[src/rtl/multicycle_control_fsm.sv]
// ---------------------------------------------------------------------------
// multicycle_control_fsm
//   Main sequencer for the multi-cycle MIPS datapath. Steps each instruction
//   through fetch / decode / execute / memory / writeback and drives every
//   PC, IR, register-file, ALU-select and memory strobe.
//
// Ports
//   clk, reset     : clock; synchronous active-high reset
//   opcode_i       : IR[31:26], valid from DECODE onward
//   funct_i        : IR[5:0]
//   zero_i         : ALU zero flag (combinational)
//   mem_ready_i    : memory completes the current request this cycle
//   mem_req_o      : memory request strobe
//   mem_we_o       : memory write enable (meaningful only with mem_req_o)
//   iord_o         : memory address select, 0 = PC, 1 = ALUOut
//   ir_write_o     : load IR
//   pc_write_o     : load PC
//   pc_source_o    : 00 = ALU result, 01 = ALUOut, 10 = jump target
//   alu_src_a_o    : 0 = PC, 1 = rs
//   alu_src_b_o    : 00 = rt, 01 = 4, 10 = sext imm, 11 = sext imm << 2
//   alu_op_o       : operation class to ALU control
//   alu_funct_o    : function field to ALU control
//   reg_write_o    : register-file write enable
//   reg_dst_o      : 0 = rt, 1 = rd
//   mem_to_reg_o   : 0 = ALUOut, 1 = MDR
//   illegal_o      : high while in TRAP
//   state_o        : current state, for debug
//
// Memory handshake: the FSM asserts mem_req_o (with mem_we_o / iord_o) and
// holds them stable until a cycle in which mem_ready_i is 1; that cycle
// completes the transfer. mem_ready_i is ignored whenever mem_req_o is 0.
// ---------------------------------------------------------------------------
module multicycle_control_fsm #(
    parameter int STATE_W         = 4,
    parameter bit TRAP_ON_ILLEGAL = 1'b1
) (
    input  logic               clk,
    input  logic               reset,
    input  logic [5:0]         opcode_i,
    input  logic [5:0]         funct_i,
    input  logic               zero_i,
    input  logic               mem_ready_i,
    output logic               mem_req_o,
    output logic               mem_we_o,
    output logic               iord_o,
    output logic               ir_write_o,
    output logic               pc_write_o,
    output logic [1:0]         pc_source_o,
    output logic               alu_src_a_o,
    output logic [1:0]         alu_src_b_o,
    output logic [3:0]         alu_op_o,
    output logic [5:0]         alu_funct_o,
    output logic               reg_write_o,
    output logic               reg_dst_o,
    output logic               mem_to_reg_o,
    output logic               illegal_o,
    output logic [STATE_W-1:0] state_o
);

    typedef enum logic [STATE_W-1:0] {
        FETCH    = STATE_W'(0),
        DECODE   = STATE_W'(1),
        EXEC_R   = STATE_W'(2),
        EXEC_I   = STATE_W'(3),
        MEM_ADDR = STATE_W'(4),
        MEM_RD   = STATE_W'(5),
        MEM_WR   = STATE_W'(6),
        WB_R     = STATE_W'(7),
        WB_I     = STATE_W'(8),
        WB_MEM   = STATE_W'(9),
        BRANCH   = STATE_W'(10),
        JUMP     = STATE_W'(11),
        TRAP     = STATE_W'(12)
    } state_t;

    localparam logic [5:0] OP_RTYPE = 6'b000000;
    localparam logic [5:0] OP_ADDI  = 6'b001000;
    localparam logic [5:0] OP_ORI   = 6'b001101;
    localparam logic [5:0] OP_LUI   = 6'b001111;
    localparam logic [5:0] OP_ANDI  = 6'b001100;
    localparam logic [5:0] OP_LW    = 6'b100011;
    localparam logic [5:0] OP_SW    = 6'b101011;
    localparam logic [5:0] OP_BEQ   = 6'b000100;
    localparam logic [5:0] OP_BNE   = 6'b000101;
    localparam logic [5:0] OP_J     = 6'b000010;

    state_t state;
    state_t next_state;

    always_ff @(posedge clk) begin
        if (reset) state <= FETCH;
        else       state <= next_state;
    end

    always_comb begin
        next_state   = state;
        mem_req_o    = 1'b0;
        mem_we_o     = 1'b0;
        iord_o       = 1'b0;
        ir_write_o   = 1'b0;
        pc_write_o   = 1'b0;
        pc_source_o  = 2'b00;
        alu_src_a_o  = 1'b0;
        alu_src_b_o  = 2'b00;
        alu_op_o     = 4'b0000;
        alu_funct_o  = funct_i;
        reg_write_o  = 1'b0;
        reg_dst_o    = 1'b0;
        mem_to_reg_o = 1'b0;
        illegal_o    = 1'b0;
        state_o      = state;

        if (reset) begin
            // Reset silences every output, including the debug state and the
            // funct pass-through, and aborts any memory access in flight.
            next_state  = FETCH;
            alu_funct_o = 6'b000000;
            state_o     = '0;
        end else begin
            unique case (state)
                FETCH: begin
                    mem_req_o   = 1'b1;
                    alu_src_b_o = 2'b01;
                    // IR load and PC+4 update only in the completing cycle.
                    ir_write_o  = mem_ready_i;
                    pc_write_o  = mem_ready_i;
                    if (mem_ready_i) next_state = DECODE;
                end
                DECODE: begin
                    // ALUOut captures PC + (imm << 2) for a possible branch.
                    alu_src_b_o = 2'b11;
                    unique case (opcode_i)
                        OP_RTYPE:                         next_state = EXEC_R;
                        OP_ADDI, OP_ORI, OP_LUI, OP_ANDI: next_state = EXEC_I;
                        OP_LW, OP_SW:                     next_state = MEM_ADDR;
                        OP_BEQ, OP_BNE:                   next_state = BRANCH;
                        OP_J:                             next_state = JUMP;
                        default: next_state = TRAP_ON_ILLEGAL ? TRAP : FETCH;
                    endcase
                end
                EXEC_R: begin
                    alu_src_a_o = 1'b1;
                    alu_op_o    = 4'b1111;
                    next_state  = WB_R;
                end
                EXEC_I: begin
                    alu_src_a_o = 1'b1;
                    alu_src_b_o = 2'b10;
                    unique case (opcode_i)
                        OP_ORI:  alu_op_o = 4'b0001;
                        OP_LUI:  alu_op_o = 4'b0010;
                        OP_ANDI: alu_op_o = 4'b0011;
                        default: alu_op_o = 4'b0000;
                    endcase
                    next_state = WB_I;
                end
                MEM_ADDR: begin
                    alu_src_a_o = 1'b1;
                    alu_src_b_o = 2'b10;
                    if (opcode_i == OP_SW) begin
                        alu_op_o   = 4'b0101;
                        next_state = MEM_WR;
                    end else begin
                        alu_op_o   = 4'b0100;
                        next_state = MEM_RD;
                    end
                end
                MEM_RD: begin
                    mem_req_o = 1'b1;
                    iord_o    = 1'b1;
                    if (mem_ready_i) next_state = WB_MEM;
                end
                MEM_WR: begin
                    mem_req_o = 1'b1;
                    mem_we_o  = 1'b1;
                    iord_o    = 1'b1;
                    if (mem_ready_i) next_state = FETCH;
                end
                WB_R: begin
                    reg_write_o = 1'b1;
                    reg_dst_o   = 1'b1;
                    next_state  = FETCH;
                end
                WB_I: begin
                    reg_write_o = 1'b1;
                    next_state  = FETCH;
                end
                WB_MEM: begin
                    reg_write_o  = 1'b1;
                    mem_to_reg_o = 1'b1;
                    next_state   = FETCH;
                end
                BRANCH: begin
                    // rs - rt sets zero_i; the funct field is forced to SUB.
                    alu_src_a_o = 1'b1;
                    alu_op_o    = 4'b1111;
                    alu_funct_o = 6'b100010;
                    pc_source_o = 2'b01;
                    pc_write_o  = (opcode_i == OP_BNE) ? ~zero_i : zero_i;
                    next_state  = FETCH;
                end
                JUMP: begin
                    pc_write_o  = 1'b1;
                    pc_source_o = 2'b10;
                    next_state  = FETCH;
                end
                TRAP: begin
                    illegal_o = 1'b1;
                end
                default: next_state = FETCH;
            endcase
        end
    end

endmodule

[config.mk]
export PLATFORM = sky130hd
export DESIGN_NAME = multicycle_control_fsm
export DESIGN_NICKNAME = d
export VERILOG_FILES = /design/src/rtl/multicycle_control_fsm.sv
export SDC_FILE = /design/constraint.sdc
export NUM_CORES = 1
export LEC_CHECK = 0
export BUFFER_PORTS_ARGS = -buffer_cell sky130_fd_sc_hd__buf_2
export CORE_ASPECT_RATIO = 0.8
export CORE_UTILIZATION = 39
export DETAILED_ROUTE_END_ITERATION = 16
export PLACE_DENSITY = 0.81
export SLEW_MARGIN = 20
export SYNTH_ARGS = -nofsm -noshare
export SYNTH_HDL_FRONTEND = slang
export SYNTH_SLANG_ARGS = --single-unit
[constraint.sdc]
create_clock -name clk -period 1.27 [get_ports clk]
set_input_delay 0.254 -clock clk [delete_from_list [all_inputs] [get_ports clk]]
set_output_delay 0.254 -clock clk [all_outputs]
set_load 0.005 [all_outputs]
==> flow_summary.ini, run 1 <==
[floorplan]
fp.dieW_um = 52.3
rows = 14
initial_core_util = 0.417
dieHeight_um = 42.2
io_pins = 44

[synthesis]
yosysSeqAreaShare = 0.102
synth-seq-cells = 4
synth_edf_count = 0
avgSynthCellArea_um2 = 6.46
yosys.area.top_type = dfxtp_1
syn_inst = 122
async_flop_share = 0
ys_types = 42
syn_area_um2 = 788
synth_nets = 138
ys_warn_count = 0
synthFlopType = dfxtp_1
synth_area_leaders = dfxtp_1, nor2_1, a21oi_1
synth.top_cell.area_share = 0.102

[placement]
detailed_place_hpwl_um = 2490
pre_cts_slack_ps = -416
io_buffer_count = 43
dp_cells = 220
gp_congestion = 0.917

[clocking]
htreeDepth = 1
cts_root_buffer = clkbuf_4
clk_path_buf_depth = 2
clock_sinks = 4
cts_made_buffers = 3
hold_buffers = 0

[status]
haltStage = 5_1_grt
outcome = aborted with a tool error
error = [ERROR GRT-0232] Routing congestion too high. Check the congestion heatmap in the GUI.

[timing]
worst_endpoint = alu_op_o[1]
worst_endpoint_kind = output port

[global_routing]
grt-ovfl-total = 50
track_usage = 0.795
grt_max_degree = 12
## routing by layer
layer / track usage / overflow
met2: 0.964 / 24
met1: 0.845 / 0
met3: 0.471 / 0
met4: 0.926 / 26
met5: 0.139 / 0
## synthesized netlist by cell type, types with 2 or more instances
| master | number |
|---|---|
| nor2_1 | 15 |
| a21oi_1 | 10 |
| buf_2 | 7 |
| nand2_1 | 7 |
| and2_1 | 6 |
| inv_1 | 6 |
| nand2b_1 | 6 |
| nor2b_1 | 6 |
| nor3_1 | 6 |
| o21ai_0 | 6 |
| and3_1 | 4 |
| dfxtp_1 | 4 |
| a32oi_1 | 2 |
| and4b_1 | 2 |
| clkbuf_1 | 2 |
| nand3_1 | 2 |
| nor4_1 | 2 |
| o2111ai_1 | 2 |
| o21a_1 | 2 |
| o311ai_0 | 2 |
| or2_2 | 2 |
## per-stage QoR
stage	instance area, um2	setup TNS, ps
CTS	1680	-7570
floorplan	847	-284
detailed placement	1320	-5680
global placement	1320	-4590
## cell families after synthesis
family	Yosys count	synth area share
AOI/OAI and AO/OA	34	0.298
xor gates and xnor gates	1	0.0111
buffers and inverters	17	0.102
DFF	4	0.102
muxes	1	0.0127
and+or+nand+nor	65	0.475
## what timing repair did
| item | 4_1_cts |
|---|---|
| pin swaps | 15 |
| gates resized for setup | 60 |
| buffers inserted | 12 |
| setup endpoints to repair | 32 |
| gates cloned | 0 |
==> run 2: changes to the inputs <==
- CORE_AREA: default -> 2 2 63 65
- CORE_ASPECT_RATIO: 0.8 -> default
- CORE_UTILIZATION: 39 -> default
- DIE_AREA: default -> 0 0 65 67
- PLACE_DENSITY: 0.81 -> default
- PLACE_DENSITY_LB_ADDON: default -> 0.15
- clock period: 1.27 -> 1.7 ns (I/O delays scaled with it)
==> run 2 against run 1 <==
Compared with the run above: the flow now finishes, with violations (negative setup slack); synthesized cell count unchanged; synthesized area unchanged.
==> flow_summary.ini, run 2 <==
[status]
outcome = complete, but fails checks
violations = negative setup slack

[synthesis]
syn_area_um2 = 788
syn_inst = 122
async_flop_share = 0
ys_types = 42
synthMuxAreaShare = 0.0127
synth_area_leaders = dfxtp_1, nor2_1, a21oi_1
ys_warn_count = 0
synth_edf_count = 0
yosysSeqAreaShare = 0.102
synth_compound_area_frac = 0.298
synth_nets = 138
yosysMostFrequentCell = nor2_1
synth_top_family_by_area = simple AND/OR/NAND/NOR gates
yosys-top-cells-count = nor2_1, a21oi_1, buf_2, nand2_1
synth.top_cell.area_share = 0.102
avgSynthCellArea_um2 = 6.46
synth-seq-cells = 4
synthAdderAreaFrac = 0
synthFlopType = dfxtp_1
synth-xor-area-share = 0.0111
yosys.area_share.simple = 0.475
yosys.area.top_type = dfxtp_1

[cells_and_area]
regMostFlops = state
syn2layout_area_growth_pct = 89.4
layout_commonest_cell = buf_2
antenna_cells = 0
final_cell_mix = buf_2, buf_4, nor2_1
final_cell_count_no_fill = 245
largestRegisters = state x4
stdcell_area_um2 = 1490
largest_reg_flops = 4
final_net_count = 215
layout-drive-gt1-share = 0.569

[critical_path]
crit_arrival_ps = 1490
critical_path.max_fanout = 6
r2r_cells = 6
r2r-start = state[0]$_SDFFE_PP0P_
crit_path_max_incr_delay_ps = 360
endpoint_kind = output port
crit_path_top_delay_cell = dfxtp_4
rrSetupSlack_ps = 250
required_ps = 1360
crit_path_cell_trace = nor4b_4, nor2_1, a2111oi_2, buf_2
cp-start-kind = flop
r2r-end = state[2]$_SDFFE_PP0P_
critPathKind = reg -> out

[power]
p_sw_uw = 549
peakVddDrop_mv = 0.384
p_int_uw = 773
power.share.sequential = 0.162
p_leak_nw = 0.713
finalPower_mw = 1.32
clock_power_share = 0.153
swShare = 0.416
powerDensity_nw_per_um2 = 886
comb_power_share = 0.685

[floorplan]
dieArea_um2 = 4360
dieHeight_um = 67
rows = 22
fp.dieW_um = 65
initial_core_util = 0.219
core_region_area_um2 = 3610
io_pins = 44

[placement]
detailed_place_hpwl_um = 2520
io_buffer_count = 43
pre_cts_slack_ps = -115
gp_congestion = 0.909
dp_cells = 237
placed_area_um2 = 1270

[detailed_routing]
route.detailed.wl_per_inst_um = 13.5
ant_nets = 0
routed_via_density = 4.76
dr.first_iter.drc_count = 25
routed_wl_um = 3300
drc = 0
vias = 1167
first_pass_iters = 4

[clocking]
htreeDepth = 1
clock_sinks = 4
clk_path_buf_depth = 2
worstSkewPairLatency_ps = 220
cts_root_buffer = clkbuf_8
cts_made_buffers = 3
clkTransAtPathRegs_ps = 30
cts_tree = yes
hold_buffers = 0

[min_path]
hold_class = in -> reg
min_from = opcode_i[4]
min_to = state[3]$_SDFFE_PP0P_
min_path_cells = 4

[global_routing]
antenna_found_initial = 0
grt_pass1_wl_um = 5130
grt-ovfl-total = 0
grt_pass1_vias = 1157
grt_max_degree = 13
track_usage = 0.149

[timing]
hold_viol_final = 0
worst_slew_pin_slew_ps = 374
finalMaxSlewViolations = 0
fmax_mhz = 548
setup_ws_ps = -125
finalSetupViolCount = 5
finalCriticalPeriod_ps = 1830
finalCritPeriodShare = 1.07
rsz0062_at_grt = yes
slew_headroom = 0.747
finalClockSkew_ps = 1.33

[flow_run]
cap_violations = 0
## run 2: timing repair
item | CTS | global route
gates resized for setup | 18 | 19
endpoints found under the setup margin | 21 | 17
endpoints found under the hold margin | 0 | 0
pin swaps | 5 | 3
buffers inserted | 0 | 5
## run 2: critical path: cells and delay by family, from the launching register on
| family | cells | cell delay [ps] |
|---|---|---|
| AO/OA/AOI/OAI | 1 | 360 |
| buffers and inverters | 1 | 170 |
| flip-flops | 1 | 360 |
| AND/OR/NAND/NOR | 2 | 370 |
## run 2: routing by layer
metal / global-route usage / up-vias / wire [um]
met5: 0 / - / 0
met2: 0.262 / 23 / 1700
met4: 0.0319 / 0 / 42
met3: 0.0321 / 4 / 113
li1: - / 595 / -
met1: 0.186 / 545 / 1440
## run 2: power groups by stage
stage                     registers [mW]  logic, mW  clock network (mW)
after detailed placement           0.182      0.718                   0
after global placement             0.185      0.718                   0
after CTS                          0.202      0.775               0.210
final                              0.214      0.906               0.202
after floorplan                    0.130      0.423                   0
after global routing               0.216      0.987               0.219
## run 2: kinds of logic after synthesis
logic type | count (synthesis)
xor gates and xnor gates | 1
buffers and inverters | 17
and+or+nand+nor | 65
muxes | 1
DFF | 4
AOI/OAI and AO/OA | 34
## run 2: final cells by class
cell class,instances,area (um2)
Sequential cell,4,95.1
Inverter,6,22.5
Clock buffer,3,41.3
Tap cell,48,60.1
Multi-Input combinational cell,101,743
Timing Repair Buffer,83,531
Fill cell,403,2110
## run 2: how the worst max path moves through the flow
stage	start	to	slack, ps
after floorplan	state[1]$_SDFFE_PP0P_	pc_write_o	170
after global placement	opcode_i[1]	pc_write_o	-30
after detailed placement	opcode_i[1]	pc_write_o	-110
after CTS	state[1]$_SDFFE_PP0P_	pc_write_o	-160
after global routing	state[1]$_SDFFE_PP0P_	pc_write_o	-210
final	state[1]$_SDFFE_PP0P_	pc_write_o	-130
## run 2: per-stage QoR
stage	setup TNS (ps)	util	hold WS (ps)
final	-233	0.414	576
after global routing	-686	0.414	577
after CTS	-495	0.379	564
after detailed placement	-147	0.352	640
after global placement	-90.2	0.352	644
after floorplan	0	-	511
Power figures use the tool's default switching activity.
